### src/rtl/seq_det_word_ctrl.sv
// Word-level controller: accepts parallel words, shifts them MSB-first through the
// 110 / 11110 Mealy detector and returns the per-word hit count on a valid/ready port.
module seq_det_word_ctrl #(
  parameter int unsigned W     = 8,
  parameter int unsigned CNT_W = 4
) (
  input  logic             clk,
  input  logic             rst_n,
  input  logic             clear,
  input  logic             cfg_restart,
  input  logic             in_valid,
  output logic             in_ready,
  input  logic [W-1:0]     in_data,
  output logic             hit,
  output logic             busy,
  output logic             out_valid,
  input  logic             out_ready,
  output logic [CNT_W-1:0] out_hits
);

  localparam int unsigned      IDX_W    = (W > 1) ? $clog2(W) : 1;
  localparam logic [IDX_W-1:0] IDX_LAST = IDX_W'(W - 1);
  localparam logic [CNT_W-1:0] CNT_MAX  = '1;

  typedef enum logic [1:0] {
    C_IDLE,
    C_SHIFT,
    C_DONE
  } ctrl_e;

  typedef enum logic [2:0] {
    S0,
    S1,
    S11,
    S110,
    S111,
    S1111,
    S11110
  } det_e;

  ctrl_e            ctrl_q, ctrl_d;
  det_e             det_q, det_d, det_nxt;
  logic [W-1:0]     shreg_q, shreg_d;
  logic [IDX_W-1:0] idx_q, idx_d;
  logic [CNT_W-1:0] count_q, count_d;
  logic             bit_x;
  logic             det_y;

  // State register
  always_ff @(posedge clk or negedge rst_n) begin
    if (!rst_n) begin
      ctrl_q  <= C_IDLE;
      det_q   <= S0;
      shreg_q <= '0;
      idx_q   <= '0;
      count_q <= '0;
    end else begin
      ctrl_q  <= ctrl_d;
      det_q   <= det_d;
      shreg_q <= shreg_d;
      idx_q   <= idx_d;
      count_q <= count_d;
    end
  end

  // Mealy detector transition and output for the bit currently addressed
  always_comb begin
    det_nxt = S0;
    det_y   = 1'b0;
    bit_x   = shreg_q[idx_q];
    case (det_q)
      S0:      det_nxt = bit_x ? S1 : S0;
      S1:      det_nxt = bit_x ? S11 : S0;
      S11: begin
        det_nxt = bit_x ? S111 : S110;
        det_y   = ~bit_x;
      end
      S110:    det_nxt = bit_x ? S1 : S0;
      S111:    det_nxt = bit_x ? S1111 : S0;
      S1111: begin
        det_nxt = bit_x ? S1 : S11110;
        det_y   = ~bit_x;
      end
      S11110:  det_nxt = bit_x ? S1 : S0;
      default: det_nxt = S0;
    endcase
  end

  // Controller next state; clear overrides every handshake
  always_comb begin
    ctrl_d  = ctrl_q;
    det_d   = det_q;
    shreg_d = shreg_q;
    idx_d   = idx_q;
    count_d = count_q;
    if (clear) begin
      ctrl_d  = C_IDLE;
      det_d   = S0;
      idx_d   = '0;
      count_d = '0;
    end else begin
      case (ctrl_q)
        C_IDLE: begin
          if (in_valid) begin
            shreg_d = in_data;
            idx_d   = IDX_LAST;
            count_d = '0;
            ctrl_d  = C_SHIFT;
            if (cfg_restart) begin
              det_d = S0;
            end
          end
        end
        C_SHIFT: begin
          det_d = det_nxt;
          if (det_y && (count_q != CNT_MAX)) begin
            count_d = count_q + CNT_W'(1);
          end
          if (idx_q == '0) begin
            ctrl_d = C_DONE;
          end else begin
            idx_d = idx_q - IDX_W'(1);
          end
        end
        C_DONE: begin
          if (out_ready) begin
            ctrl_d = C_IDLE;
          end
        end
        default: ctrl_d = C_IDLE;
      endcase
    end
  end

  // Status decodes straight from registered state
  assign in_ready  = (ctrl_q == C_IDLE);
  assign busy      = (ctrl_q != C_IDLE);
  assign out_valid = (ctrl_q == C_DONE);
  assign out_hits  = count_q;
  assign hit       = (ctrl_q == C_SHIFT) & det_y;

endmodule

### config.mk
export PLATFORM = sky130hd
export DESIGN_NAME = seq_det_word_ctrl
export DESIGN_NICKNAME = d
export VERILOG_FILES = /design/src/rtl/seq_det_word_ctrl.sv
export SDC_FILE = /design/constraint.sdc
export NUM_CORES = 1
export LEC_CHECK = 0
export CAP_MARGIN = 10
export CORE_UTILIZATION = 51
export DETAILED_ROUTE_END_ITERATION = 6
export PLACE_DENSITY_LB_ADDON = 0.3
export REMOVE_ABC_BUFFERS = 1
export SETUP_SLACK_MARGIN = 0.2
export SYNTH_ARGS = -nofsm -noshare
export SYNTH_HDL_FRONTEND = slang
export SYNTH_SLANG_ARGS = --single-unit
### constraint.sdc
create_clock -name clk -period 2.1 [get_ports clk]
set_input_delay 0.42 -clock clk [delete_from_list [all_inputs] [get_ports clk]]
set_output_delay 0.42 -clock clk [all_outputs]
set_load 0.02 [all_outputs]
After elaboration in Yosys (flattened, before gate mapping). Cells that the tools add are included.

Register bits after elaboration: 20. Input port bits: 14. Output and inout bits: 8. Word-level logic and storage cells: 65.

$add $sub $neg: 2. Magnitude comparators: 1. Eq/ne operators: 15. Muxes and demuxes: 26. Bitwise operators: 3. Reductions and logical operators: 13.

Operators by type and width (count): 3-bit two-way mux (9); 3-bit inequality test (second input constant) (5); 3-bit case mux with 5 select lines (1); 3-bit AND reduction (5); 4-bit two-way mux (3); 3-bit case mux with 2 select lines (2); 2-bit two-way mux (5); 3-bit equality test (second input constant) (3); 4-bit case mux with 2 select lines (1); 3-bit by 2-bit equality test with 1-bit output (second input constant) (2); 3-bit zero test (2); 2-bit case mux with 3 select lines (1); 4-bit by 1-bit adder with 4-bit output (second input constant) (1); 3-bit by 4-bit less-than comparator with 1-bit output (second input constant) (1); 4-bit inequality test (second input constant) (1); 1-bit binary-select mux with 3-bit select (1); 3-bit by 1-bit equality test with 1-bit output (second input constant) (1); 1-bit two-way mux (3); 3-bit by 2-bit inequality test with 1-bit output (second input constant) (1); 3-bit nonzero test (1); 3-bit OR reduction (1); 3-bit by 1-bit subtractor with 3-bit output (second input constant) (1); 2-bit by 1-bit equality test with 1-bit output (second input constant) (1); 2-bit equality test (second input constant) (1); other kinds (6) (7).

Logic depth before layout (Yosys ltp). Gate-level depths: netlist (run 1).

Depth after elaboration: 8. Mapped depth: 7. Depth with buffers taken out: 6.

Worst setup path after synthesis (run 1). OpenSTA, ideal clock, no wires.

Path type: register to register. Start point: register idx_q[0]. End point: register count_q[3], in the netlist out_hits[3]. Library setup time: 0.136 ns. Arrival: 1.707 ns. Setup slack: 0.257 ns. Cell stages (with the launch flop): 6. Buffers on the path: 1. Clock period less this slack: 1.843 ns. Cells stage by stage: dfrtp_1 buf_6 mux2_4 mux4_2 o311ai_1 o41ai_1.

Longest elaborated chain between the ends: 7.

Ends and longest elaborated chain: start, declared (RTL line 44) `logic [IDX_W-1:0] idx_q, idx_d;`; start signal, assigned (RTL line 61) `idx_q <= idx_d;`; 1-bit binary-select mux with 3-bit select (RTL line 70) `bit_x = shreg_q[idx_q];`; 1-bit two-way mux (implied by the code) (RTL line 70); 1-bit NOT (RTL line 76, 82); 1-bit two-way mux; 1-bit logical AND (RTL line 116) `if (det_y && (count_q != CNT_MAX)) begin`; 3-bit inequality test (no source line); 3-bit AND reduction (no source line); end signal, assigned (RTL line 62) `count_q <= count_d;`; end, declared (RTL line 45) `logic [CNT_W-1:0] count_q, count_d;`.

Every way passes these cells. The select of a mux whose other input is x is not followed. A chain may end at the register's enable or synchronous reset.

Worst setup path in the final report (run 1).
Start point: register idx_q[0]. End point: register det_q[2].

Longest elaborated chain between the ends: 6.

Ends and longest elaborated chain: 1-bit binary-select mux with 3-bit select * (RTL line 70); 1-bit two-way mux (implied by the code) * (RTL line 70); 3-bit two-way mux, on equally long branches (RTL line 81, 75, 79); 3-bit case mux with 5 select lines * (RTL line 71) `case (det_q)`; 3-bit case mux with 2 select lines * (RTL line 102) `case (ctrl_q)`; 3-bit two-way mux * (RTL line 96) `if (clear) begin`; end signal, assigned (RTL line 59) `det_q <= det_d;`; end, declared (RTL line 42) `det_e det_q, det_d, det_nxt;`.

Every way passes the cells marked *; elsewhere a longest branch is shown, timed or not. The select of a mux whose other input is x is not followed.

==> reports/metrics.cfg, run 1 <==
[outcome]
status=finished with violations
violations=negative setup slack

[detailed_routing]
met2_wirelength_um=1600
highest_layer=met4
drt_iter0_drc=29
route.antenna.remaining_nets=0
drc=0
drt-vias-per-instance=5.85
num_vias=1070
routedWlPerCell_um=15.9
drt-total-wl_um=2910
dr_wl_met3_um=91
first_pass_detailed_route_iteration_total=6
detail_route.wirelength.met1_um=1140

[grt]
grt.total_usage_pct=25.9
first_global_vias=1141
grt_antenna_before_repair=0
grt_overflow=0
wire_length_of_the_first_global_routing_pass_um=4770
grt_max_degree=21

[timing]
worst_slew_pin_slew_ns=0.482
final.setup_skew_ns=0.0102
worst_slack_ns=-0.0519
finalMaxSlewViolations=0
number_of_endpoints_with_negative_hold_slack_in_the_final_report=0
final_cycle_share_pct=102
hold_ws_ns=0.423
final.min_clock_period_ns=2.15
maxClockFrequency_ghz=0.465
normalized_max_slew_margin_pct=67.9
grt_setup_unrepaired=true
number_of_setup_violations_in_the_final_report=5

[setup_path]
timing.rr.end=det_q[2]$_DFFE_PN0P_
arrival_ns=2.34
timing.critical_path.from_type=flip-flop
critPathMaxFanout=6
worst_ep_required_time_ns=2.29
crit-reg2reg-launch=idx_q[0]$_DFFE_PN0P_
timing_worst_setup_path_type=reg2reg
rrSetupSlack_ns=-0.05
endpoint_kind=flip-flop
r2r_cells=7

[finish]
post_route_cells_drive_above_1_share_pct=27.1
insertedDiodeCount=0
nets=173
syn_to_final_growth_pct=40.0
post-route-cell-area_um2=1660

[synthesis]
yosys_most_used_dff=sky130_fd_sc_hd__dfrtp_1
post-synth-top-area-fraction_pct=42.2
postSynthAreaPerCell_um2=10.5
synth.yosys.warnings=0
synth_top_cells_by_count=sky130_fd_sc_hd__dfrtp_1 (20), sky130_fd_sc_hd__nand2_1 (8), sky130_fd_sc_hd__nor2_1 (8)
count_of_flip_flops_with_a_built_in_enable_after_synthesis=0
yosys.cell_count.top_type=sky130_fd_sc_hd__dfrtp_1
cells_taking_the_most_area_after_synthesis=sky130_fd_sc_hd__dfrtp_1 (42%), sky130_fd_sc_hd__mux2_1 (4.7%), sky130_fd_sc_hd__mux2i_1 (4.2%), sky130_fd_sc_hd__mux2_2 (3.8%), sky130_fd_sc_hd__mux2_4 (3.8%)
synth_seq_cells=20
post-synth-top-area-cell=sky130_fd_sc_hd__dfrtp_1
seq_area_frac_synth_pct=42.2
netlist_instances=113
synthesis.area_um2=1190
ys_types=37
ys_async_sr_fraction_pct=100

[hold_path]
min_path_type=in2async

[placed_design]
gp_routability_congestion=0.822
dp_hpwl_um=2000
place.port_buffers=21
dpl_cell_area_um2=1530

[clock_tree]
clock_tree.root_cell=sky130_fd_sc_hd__clkbuf_4
numCtsBuffers=3
cts_tree=built
tritoncts_sink_count=20
cts_max_level=1
path_clk_slew_ns=0.12
cts_max_path_buffers=2
clock_insertion_delay_worst_skew_ns=0.31

[floorplanning]
die_x_um=50.2
fp.dieArea_um2=2520
dieHeight_um=50.2
core_area_um2=2210
initial_utilization_pct=53.6
top_level_ports=22
fp-row-count=17

[power_and_ir_drop]
power_leakage_nw=0.736
power.ir.vdd_worst_v=0.000683
power-per-cell-area_nw_per_um2=752

[job]
max_cap_viol_count=0

-- metal layers --
metal	vias to the layer above	GRT usage [%]
met2	30	47.8
met5	-	0
met1	529	27.2
li1	502	-
met3	9	4.24
met4	0	14.8
-- registers in the layout (all words and copies together) (netlist names) --
name and flops:
idx_q 3, ctrl_q 2, shreg_q 8, out_hits 4
det_q 3
-- metrics by stage --
step	worst slack [ns]	utilization, %	power, mW	TNS, ns	cells
after detailed placement	-0.163	69.3	0.865	-0.490	175
final	-0.0519	75.1	1.25	-0.185	183
after CTS	-0.0398	74.4	1.23	-0.0467	182
after global placement	-0.108	69.3	0.843	-0.108	175
after global routing	-0.0943	75.1	1.30	-0.491	183
after floorplan	0.108	-	0.715	0	110
-- repair_timing --
action / 4_1_cts / 5_1_grt
setup buffers: 3 / 1
gates resized for setup: 19 / 1
pin swaps: 8 / 2
setup endpoints to repair: 11 / 8
hold buffers: 0 / 0
-- area by class of cell --
cell class,instances,area [µm²]
Clock buffer,3,22.5
Inverter,7,26.3
Multi-Input combinational cell,83,676
Tap cell,28,35.0
Sequential cell,20,502
Fill cell,162,552
Clock inverter,1,30.0
Timing Repair Buffer,41,369
-- logic make-up (layout without fill, tap and decap cells) --
| kind of cell | after synthesis | after routing | share of synthesized area (%) |
|---|---|---|---|
| mux | 19 | 19 | 20.4 |
| simple gates | 39 | 39 | 17.6 |
| buf+inv | 10 | 52 | 3.80 |
| compound gates | 22 | 22 | 12.9 |
| flops | 20 | 20 | 42.2 |
| fa+ha+maj | 3 | 3 | 3.16 |
-- worst max-delay path: stages, from the launching register on --
cell and delay [ns]:
sky130_fd_sc_hd__dfrtp_2 0.49, sky130_fd_sc_hd__buf_6 0.14, sky130_fd_sc_hd__buf_6 0.11, sky130_fd_sc_hd__mux2_4 0.29, sky130_fd_sc_hd__mux4_2 0.60, sky130_fd_sc_hd__buf_6 0.17, sky130_fd_sc_hd__a22oi_2 0.12, sky130_fd_sc_hd__nand3_1 0.10
-- placed cells by master, fill, tap and decap left out, types with 3 or more instances in the layout --
master | synthesis | routed
sky130_fd_sc_hd__buf_4 | 0 | 17
sky130_fd_sc_hd__mux2_1 | 5 | 5
sky130_fd_sc_hd__clkbuf_4 | 0 | 3
sky130_fd_sc_hd__nor2_1 | 8 | 7
sky130_fd_sc_hd__nor2b_1 | 4 | 4
sky130_fd_sc_hd__a21oi_1 | 5 | 5
sky130_fd_sc_hd__mux2_2 | 4 | 3
sky130_fd_sc_hd__mux2_4 | 3 | 4
sky130_fd_sc_hd__mux2i_1 | 5 | 5
sky130_fd_sc_hd__nand4_1 | 3 | 3
sky130_fd_sc_hd__inv_1 | 7 | 7
sky130_fd_sc_hd__nand2_1 | 8 | 8
sky130_fd_sc_hd__ha_1 | 3 | 3
sky130_fd_sc_hd__clkdlybuf4s50_1 | 0 | 17
sky130_fd_sc_hd__buf_6 | 1 | 4
sky130_fd_sc_hd__nand3_1 | 4 | 4
sky130_fd_sc_hd__dlygate4sd2_1 | 0 | 3
sky130_fd_sc_hd__o22ai_1 | 4 | 4
sky130_fd_sc_hd__dfrtp_1 | 20 | 19
-- how the worst max path moves through the flow --
| stage | from | to | cells past startpoint | slack (ns) |
|---|---|---|---|---|
| after floorplan | idx_q[0]$_DFFE_PN0P_ | out_hits[3]$_DFFE_PN0P_ | 4 | 0.11 |
| after global placement | idx_q[0]$_DFFE_PN0P_ | hit | 4 | -0.11 |
| after detailed placement | idx_q[0]$_DFFE_PN0P_ | hit | 4 | -0.16 |
| after CTS | idx_q[0]$_DFFE_PN0P_ | hit | 4 | -0.04 |
| after global routing | idx_q[0]$_DFFE_PN0P_ | det_q[2]$_DFFE_PN0P_ | 6 | -0.09 |
| final | idx_q[0]$_DFFE_PN0P_ | det_q[2]$_DFFE_PN0P_ | 7 | -0.05 |
-- power by group --
group,internal [mW],total [mW],switching [mW]
combinational,0.249,0.436,0.187
clock,0.193,0.318,0.125
sequential,0.441,0.494,0.0532
Power figures use the tool's default switching activity.
==> run 2: changes to the inputs <==
--- a/config.mk
+++ b/config.mk
@@ -8,6 +8,7 @@
 export CAP_MARGIN = 10
 export CORE_UTILIZATION = 51
 export DETAILED_ROUTE_END_ITERATION = 6
+export MAX_ROUTING_LAYER = met4
 export PLACE_DENSITY_LB_ADDON = 0.3
 export REMOVE_ABC_BUFFERS = 1
 export SETUP_SLACK_MARGIN = 0.2
==> run 2 against run 1 <==
Against the previous run: the flow still finishes with violations (negative setup slack); hold slack improved by 0.0012 ns; routed wire length decreased by 0.14%; sequential power about the same; critical path depth unchanged; setup slack improved by 0.0045 ns; first-iteration DRC count increased by 21%; utilization unchanged; via count increased by 0.65%; largest cell class unchanged.
==> reports/metrics.cfg, run 2 (synthesis results as in run 1) <==
[outcome]
violations=negative setup slack
status=finished with violations

[setup_path]
rrSetupSlack_ns=-0.05  ; about the same
timing.rr.end=det_q[2]$_DFFE_PN0P_
timing_worst_setup_path_type=reg2reg
worst_ep_required_time_ns=2.29  ; about the same
endpoint_kind=flip-flop
critPathMaxFanout=6  ; unchanged
arrival_ns=2.34  ; about the same
r2r_cells=7  ; unchanged
crit-reg2reg-launch=idx_q[0]$_DFFE_PN0P_
timing.critical_path.from_type=flip-flop

[finish]
layout_commonest_cell=sky130_fd_sc_hd__dfrtp_1
layout_common_cells=sky130_fd_sc_hd__dfrtp_1 (19), sky130_fd_sc_hd__clkdlybuf4s50_1 (17), sky130_fd_sc_hd__buf_4 (17)
post_route_cells_drive_above_1_share_pct=27.1  ; unchanged
nets=173  ; unchanged
layout.cells.non_filler=183  ; unchanged
largest_reg_flops=8  ; unchanged
n_fill_cell=162  ; unchanged
syn_to_final_growth_pct=40.0  ; unchanged
insertedDiodeCount=0  ; unchanged
post-route-cell-area_um2=1660  ; unchanged
top_register=shreg_q

[detailed_routing]
num_vias=1077  ; +0.65%
route.antenna.remaining_nets=0  ; unchanged
drt-vias-per-instance=5.89  ; +0.65%
drt-total-wl_um=2900  ; -0.14%
drt_iter0_drc=35  ; +21%
first_pass_detailed_route_iteration_total=4  ; -2
routedWlPerCell_um=15.9  ; -0.14%
drc=0  ; unchanged

[placed_design]
dpl_cell_area_um2=1530  ; unchanged
place.port_buffers=21  ; unchanged
dp_hpwl_um=2000  ; unchanged
place.detailed.instances=175  ; unchanged
gp_routability_congestion=0.834  ; +1.5%

[clock_tree]
numCtsBuffers=3  ; unchanged
tritoncts_sink_count=20  ; unchanged
cts.hold.buffers_added=0  ; unchanged
clock_tree.root_cell=sky130_fd_sc_hd__clkbuf_4
clock_insertion_delay_worst_skew_ns=0.31  ; about the same
cts_max_path_buffers=2  ; unchanged
path_clk_slew_ns=0.12  ; about the same
cts_tree=built
cts_max_level=1  ; unchanged

[floorplanning]
fp.dieArea_um2=2520  ; unchanged
initial_utilization_pct=53.6  ; unchanged
die_x_um=50.2  ; unchanged
fp-row-count=17  ; unchanged
dieHeight_um=50.2  ; unchanged
core_area_um2=2210  ; unchanged
top_level_ports=22  ; unchanged

[timing]
final_cycle_share_pct=102  ; -0.21 points
normalized_max_slew_margin_pct=67.5  ; -0.37 points
number_of_endpoints_with_negative_hold_slack_in_the_final_report=0  ; unchanged
worst_slew_pin_slew_ns=0.488  ; +0.00555 ns
number_of_setup_violations_in_the_final_report=5  ; unchanged
worst_slack_ns=-0.0474  ; +0.00450 ns
grt_setup_unrepaired=true
final.setup_skew_ns=0.00937  ; -0.000869 ns
final.min_clock_period_ns=2.15  ; -0.00450 ns
maxClockFrequency_ghz=0.466  ; +0.21%
finalMaxSlewViolations=0  ; unchanged

[grt]
first_global_vias=1141  ; unchanged
grt_antenna_before_repair=0  ; unchanged
grt.total_usage_pct=26.6  ; +0.72 points
grt_max_degree=21  ; unchanged
wire_length_of_the_first_global_routing_pass_um=4770  ; unchanged
grt_overflow=0  ; unchanged

[power_and_ir_drop]
power_leakage_nw=0.736  ; unchanged
power-per-cell-area_nw_per_um2=752  ; about the same
p_total_mw=1.25  ; about the same
power.ir.vdd_worst_v=0.000684  ; +0.19%

[job]
max_cap_viol_count=0  ; unchanged

[hold_path]
min_path_type=in2async

run 2: cell counts in the layout (fill, tap and decap cells not counted):
Identical to the previous run, type by type.
run 2: area by class of cell:
class	instances	area, µm²	area share, %
clock buffers	3	22.5	1.36
flip-flops and latches	20	502	30.2
clock inverters	1	30.0	1.81
inverters	7	26.3	1.58
multi-input cells	83	676	40.7
repair buffers	41	369	22.2
well taps	28	35.0	2.11
run 2: repair_timing:
item / in CTS / in global routing
pin swaps: 8 / 2
endpoints found under the setup margin: 11 / 8
buffers inserted: 3 / 1
resized for setup: 19 / 1
endpoints found under the hold margin: 0 / 0
run 2: per-stage QoR:
stage	TNS (ns)	util (%)	hold slack [ns]	worst slack, ns
floorplan	0	-	0.124	0.108
global placement	-0.108	69.3	0.501	-0.108
detailed placement	-0.490	69.3	0.517	-0.163
CTS	-0.0467	74.4	0.432	-0.0398
global route	-0.491	75.1	0.461	-0.0943
finish	-0.165	75.1	0.424	-0.0474
run 2: worst max-delay path by stage:
stage	start	end	slack [ns]
final	idx_q[0]$_DFFE_PN0P_	det_q[2]$_DFFE_PN0P_	-0.05
after global routing	idx_q[0]$_DFFE_PN0P_	det_q[2]$_DFFE_PN0P_	-0.09
after CTS	idx_q[0]$_DFFE_PN0P_	hit	-0.04
after detailed placement	idx_q[0]$_DFFE_PN0P_	hit	-0.16
after global placement	idx_q[0]$_DFFE_PN0P_	hit	-0.11
after floorplan	idx_q[0]$_DFFE_PN0P_	out_hits[3]$_DFFE_PN0P_	0.11
run 2: layer usage:
layer	share of wire (%)	wire length [µm]	track usage, %	up-vias
met3	3.4	98	4.24	9
met5	0	0	-	-
met1	39	1140	27.2	535
met2	55	1590	47.8	30
li1	-	-	-	503
met4	2.9	85	14.8	0
run 2: power breakdown:
part	switching (mW)	internal, mW	leakage (nW)
combinational	0.187	0.249	0.454
clock	0.125	0.193	0.0279
sequential	0.0529	0.441	0.254
run 2: worst max-delay path, cell delays in order, from the launching register on:
cell,delay (ns)
sky130_fd_sc_hd__dfrtp_2,0.49
sky130_fd_sc_hd__buf_6,0.14
sky130_fd_sc_hd__buf_6,0.11
sky130_fd_sc_hd__mux2_4,0.29
sky130_fd_sc_hd__mux4_2,0.59
sky130_fd_sc_hd__buf_6,0.17
sky130_fd_sc_hd__a22oi_2,0.12
sky130_fd_sc_hd__nand3_1,0.10
==> run 3: changes to the inputs <==
--- a/config.mk
+++ b/config.mk
@@ -6,7 +6,7 @@
 export NUM_CORES = 1
 export LEC_CHECK = 0
 export CAP_MARGIN = 10
-export CORE_UTILIZATION = 51
+export CORE_UTILIZATION = 42
 export DETAILED_ROUTE_END_ITERATION = 6
 export MAX_ROUTING_LAYER = met4
 export PLACE_DENSITY_LB_ADDON = 0.3
==> run 3 against run 2 <==
Against the previous run: the run still ends with negative setup slack left; non-clock buffer count decreased by 4; utilization decreased by 13 points; hold slack improved by 0.029 ns; global-route usage decreased by 5.9 points; first-iteration DRC count decreased by 51%; clock skew decreased by 0.0081 ns; sequential power about the same; power decreased by 16%; count of clock-buffer cells in the layout unchanged; routed wire length decreased by 11%; sequential share of layout area increased by 1.5 points; critical path type is now reg2out; critical endpoint is now hit; highest routed layer unchanged.
==> reports/metrics.cfg, run 3 (synthesis results as in run 1) <==
[floorplanning]
fp.dieArea_um2=3040  ; +21%
dieHeight_um=55.1  ; +9.8%
top_level_ports=22  ; unchanged
initial_utilization_pct=46.2  ; -7.4 points
fp-row-count=18  ; +1
die_x_um=55.1  ; +9.8%
core_area_um2=2570  ; +16%

[finish]
post_route_cells_drive_above_1_share_pct=24.0  ; -3.1 points
layout_common_cells=sky130_fd_sc_hd__dfrtp_1 (19), sky130_fd_sc_hd__clkdlybuf4s50_1 (17), sky130_fd_sc_hd__buf_4 (16)
syn_to_final_growth_pct=33.4
insertedDiodeCount=0  ; unchanged
largest_reg_flops=8  ; unchanged
n_fill_cell=228  ; +41%
nets=169  ; -2.3%
top_register=shreg_q
layout_commonest_cell=sky130_fd_sc_hd__dfrtp_1
final_util_pct=61.6  ; -13 points

[timing]
final_cycle_share_pct=102  ; -0.28 points
finalMaxSlewViolations=0  ; unchanged
grt_setup_unrepaired=true
final.setup_skew_ns=0.00126  ; -0.00811 ns
normalized_max_slew_margin_pct=70.3  ; +2.8 points
number_of_endpoints_with_negative_hold_slack_in_the_final_report=0  ; unchanged
maxClockFrequency_ghz=0.467  ; +0.28%
worst_slew_pin_slew_ns=0.445  ; -0.0423 ns
number_of_setup_violations_in_the_final_report=2  ; -3
final.min_clock_period_ns=2.14  ; -0.00598 ns
worst_slack_ns=-0.0414  ; +0.00598 ns

[grt]
grt_overflow=0  ; unchanged
wire_length_of_the_first_global_routing_pass_um=4260  ; -11%
grt_antenna_before_repair=0  ; unchanged
grt.total_usage_pct=20.6  ; -5.9 points
global_route_met1_usage_pct=22.2  ; -5.0 points
groute.layer.met3.usage_pct=2.46  ; -1.8 points
layer_with_the_highest_usage=met2
groute.layer.met2.usage_pct=38.0  ; -9.8 points
first_global_vias=996  ; -13%
grt_max_degree=21  ; unchanged

[setup_path]
crit_buf_inv=1  ; -2
timing.critical_path.from_type=flip-flop
crit_path_top_delay_cell=sky130_fd_sc_hd__mux4_2
arrival_ns=1.72  ; -0.62 ns
timing_worst_setup_path_type=reg2out
timing.critical_path.depth=4  ; -3
crit-reg2reg-launch=idx_q[0]$_DFFE_PN0P_
worst_path_largest_cell_delay_ns=0.52  ; -0.07 ns
timing.rr.end=out_hits[3]$_DFFE_PN0P_
critical_path.top_delay_family=multiplexers
r2r_cells=5  ; -2
worst_ep_required_time_ns=1.68  ; -0.61 ns
endpoint_kind=primary output
critPathMaxFanout=6  ; unchanged
crit_path_cell_trace=mux2i_1 -> mux4_2 -> and3_4 -> buf_6
rrSetupSlack_ns=0  ; +0.05 ns

[power_and_ir_drop]
p_int_mw=0.716  ; -19%
power.ir.vdd_worst_v=0.000441  ; -36%
sw_frac_of_total_pct=31.4  ; +2.1 points
p_total_mw=1.04  ; -16%
p_sw_mw=0.328  ; -10%
power_leakage_nw=0.694  ; -5.7%
comb_power_share_pct=35.8  ; +0.8 points
power.share.sequential_pct=47.1  ; +7.6 points
clock_power_share_pct=17.1  ; -8.4 points
power-per-cell-area_nw_per_um2=660  ; -12%

[outcome]
status=finished with violations
violations=negative setup slack

[detailed_routing]
drt-total-wl_um=2590  ; -11%
drt_iter0_drc=17  ; -51%
num_vias=1038  ; -3.6%
drt-vias-per-instance=5.77  ; -2.0%
drc=0  ; unchanged
route.antenna.remaining_nets=0  ; unchanged
routedWlPerCell_um=14.4  ; -9.4%
first_pass_detailed_route_iteration_total=5  ; +1

[placed_design]
place.port_buffers=21  ; unchanged
dp_hpwl_um=2000  ; -0.19%
gp_routability_congestion=0.833  ; -0.20%

[clock_tree]
cts_max_level=1  ; unchanged
tritoncts_sink_count=20  ; unchanged
numCtsBuffers=3  ; unchanged
clock_tree.root_cell=sky130_fd_sc_hd__clkbuf_4
cts.hold.buffers_added=0  ; unchanged
clock_insertion_delay_worst_skew_ns=0.29  ; -0.02 ns
cts_tree=built
path_clk_slew_ns=0.11  ; about the same
cts_max_path_buffers=2  ; unchanged

[job]
max_cap_viol_count=0  ; unchanged

[hold_path]
min_path_type=in2async

==> run 3: power groups by stage <==
stage | clock (mW) | sequential, mW | combinational, mW
global route | 0.203 | 0.502 | 0.410
finish | 0.178 | 0.492 | 0.374
CTS | 0.185 | 0.493 | 0.373
detailed placement | 0 | 0.498 | 0.371
floorplan | 0 | 0.493 | 0.222
global placement | 0 | 0.494 | 0.358
==> run 3: worst max-delay path by stage <==
stage                              endpoint            startpoint  slack (ns)
floorplan           out_hits[3]$_DFFE_PN0P_  idx_q[0]$_DFFE_PN0P_        0.11
global placement                        hit  idx_q[0]$_DFFE_PN0P_        -0.1
detailed placement                      hit  idx_q[0]$_DFFE_PN0P_       -0.13
CTS                                     hit  idx_q[0]$_DFFE_PN0P_       -0.05
global route                            hit  idx_q[0]$_DFFE_PN0P_       -0.10
finish                                  hit  idx_q[0]$_DFFE_PN0P_       -0.04
==> run 3: final cells by class <==
type	count	area (µm²)	share of cell area (%)
clock buffer	3	22.5	1.42
tap	30	37.5	2.37
multi-input combinational	83	667	42.1
sequential	20	502	31.7
inverter	7	26.3	1.66
timing repair buffer	37	328	20.7
==> run 3: through the flow <==
stage / hold WS (ns) / instance area, µm² / TNS, ns / setup slack [ns] / cells
after CTS: 0.463 / 1580 / -0.0495 / -0.0495 / 180
after global routing: 0.491 / 1580 / -0.239 / -0.103 / 180
after global placement: 0.501 / 1540 / -0.0978 / -0.0978 / 177
after detailed placement: 0.518 / 1540 / -0.228 / -0.134 / 177
final: 0.453 / 1580 / -0.0440 / -0.0414 / 180
after floorplan: 0.124 / 1170 / 0 / 0.108 / 110
==> run 3: routing by layer <==
metal,up-vias,part of all wire (%)
li1,500,-
met1,511,42
met2,25,54
met3,2,3.4
met4,0,0.50
met5,-,0
==> run 3: what timing repair did <==
item                       in CTS  in global routing
buffers inserted                0                  0
pin swaps                       1                  0
setup endpoints to repair      11                  8
resized for setup              14                  1
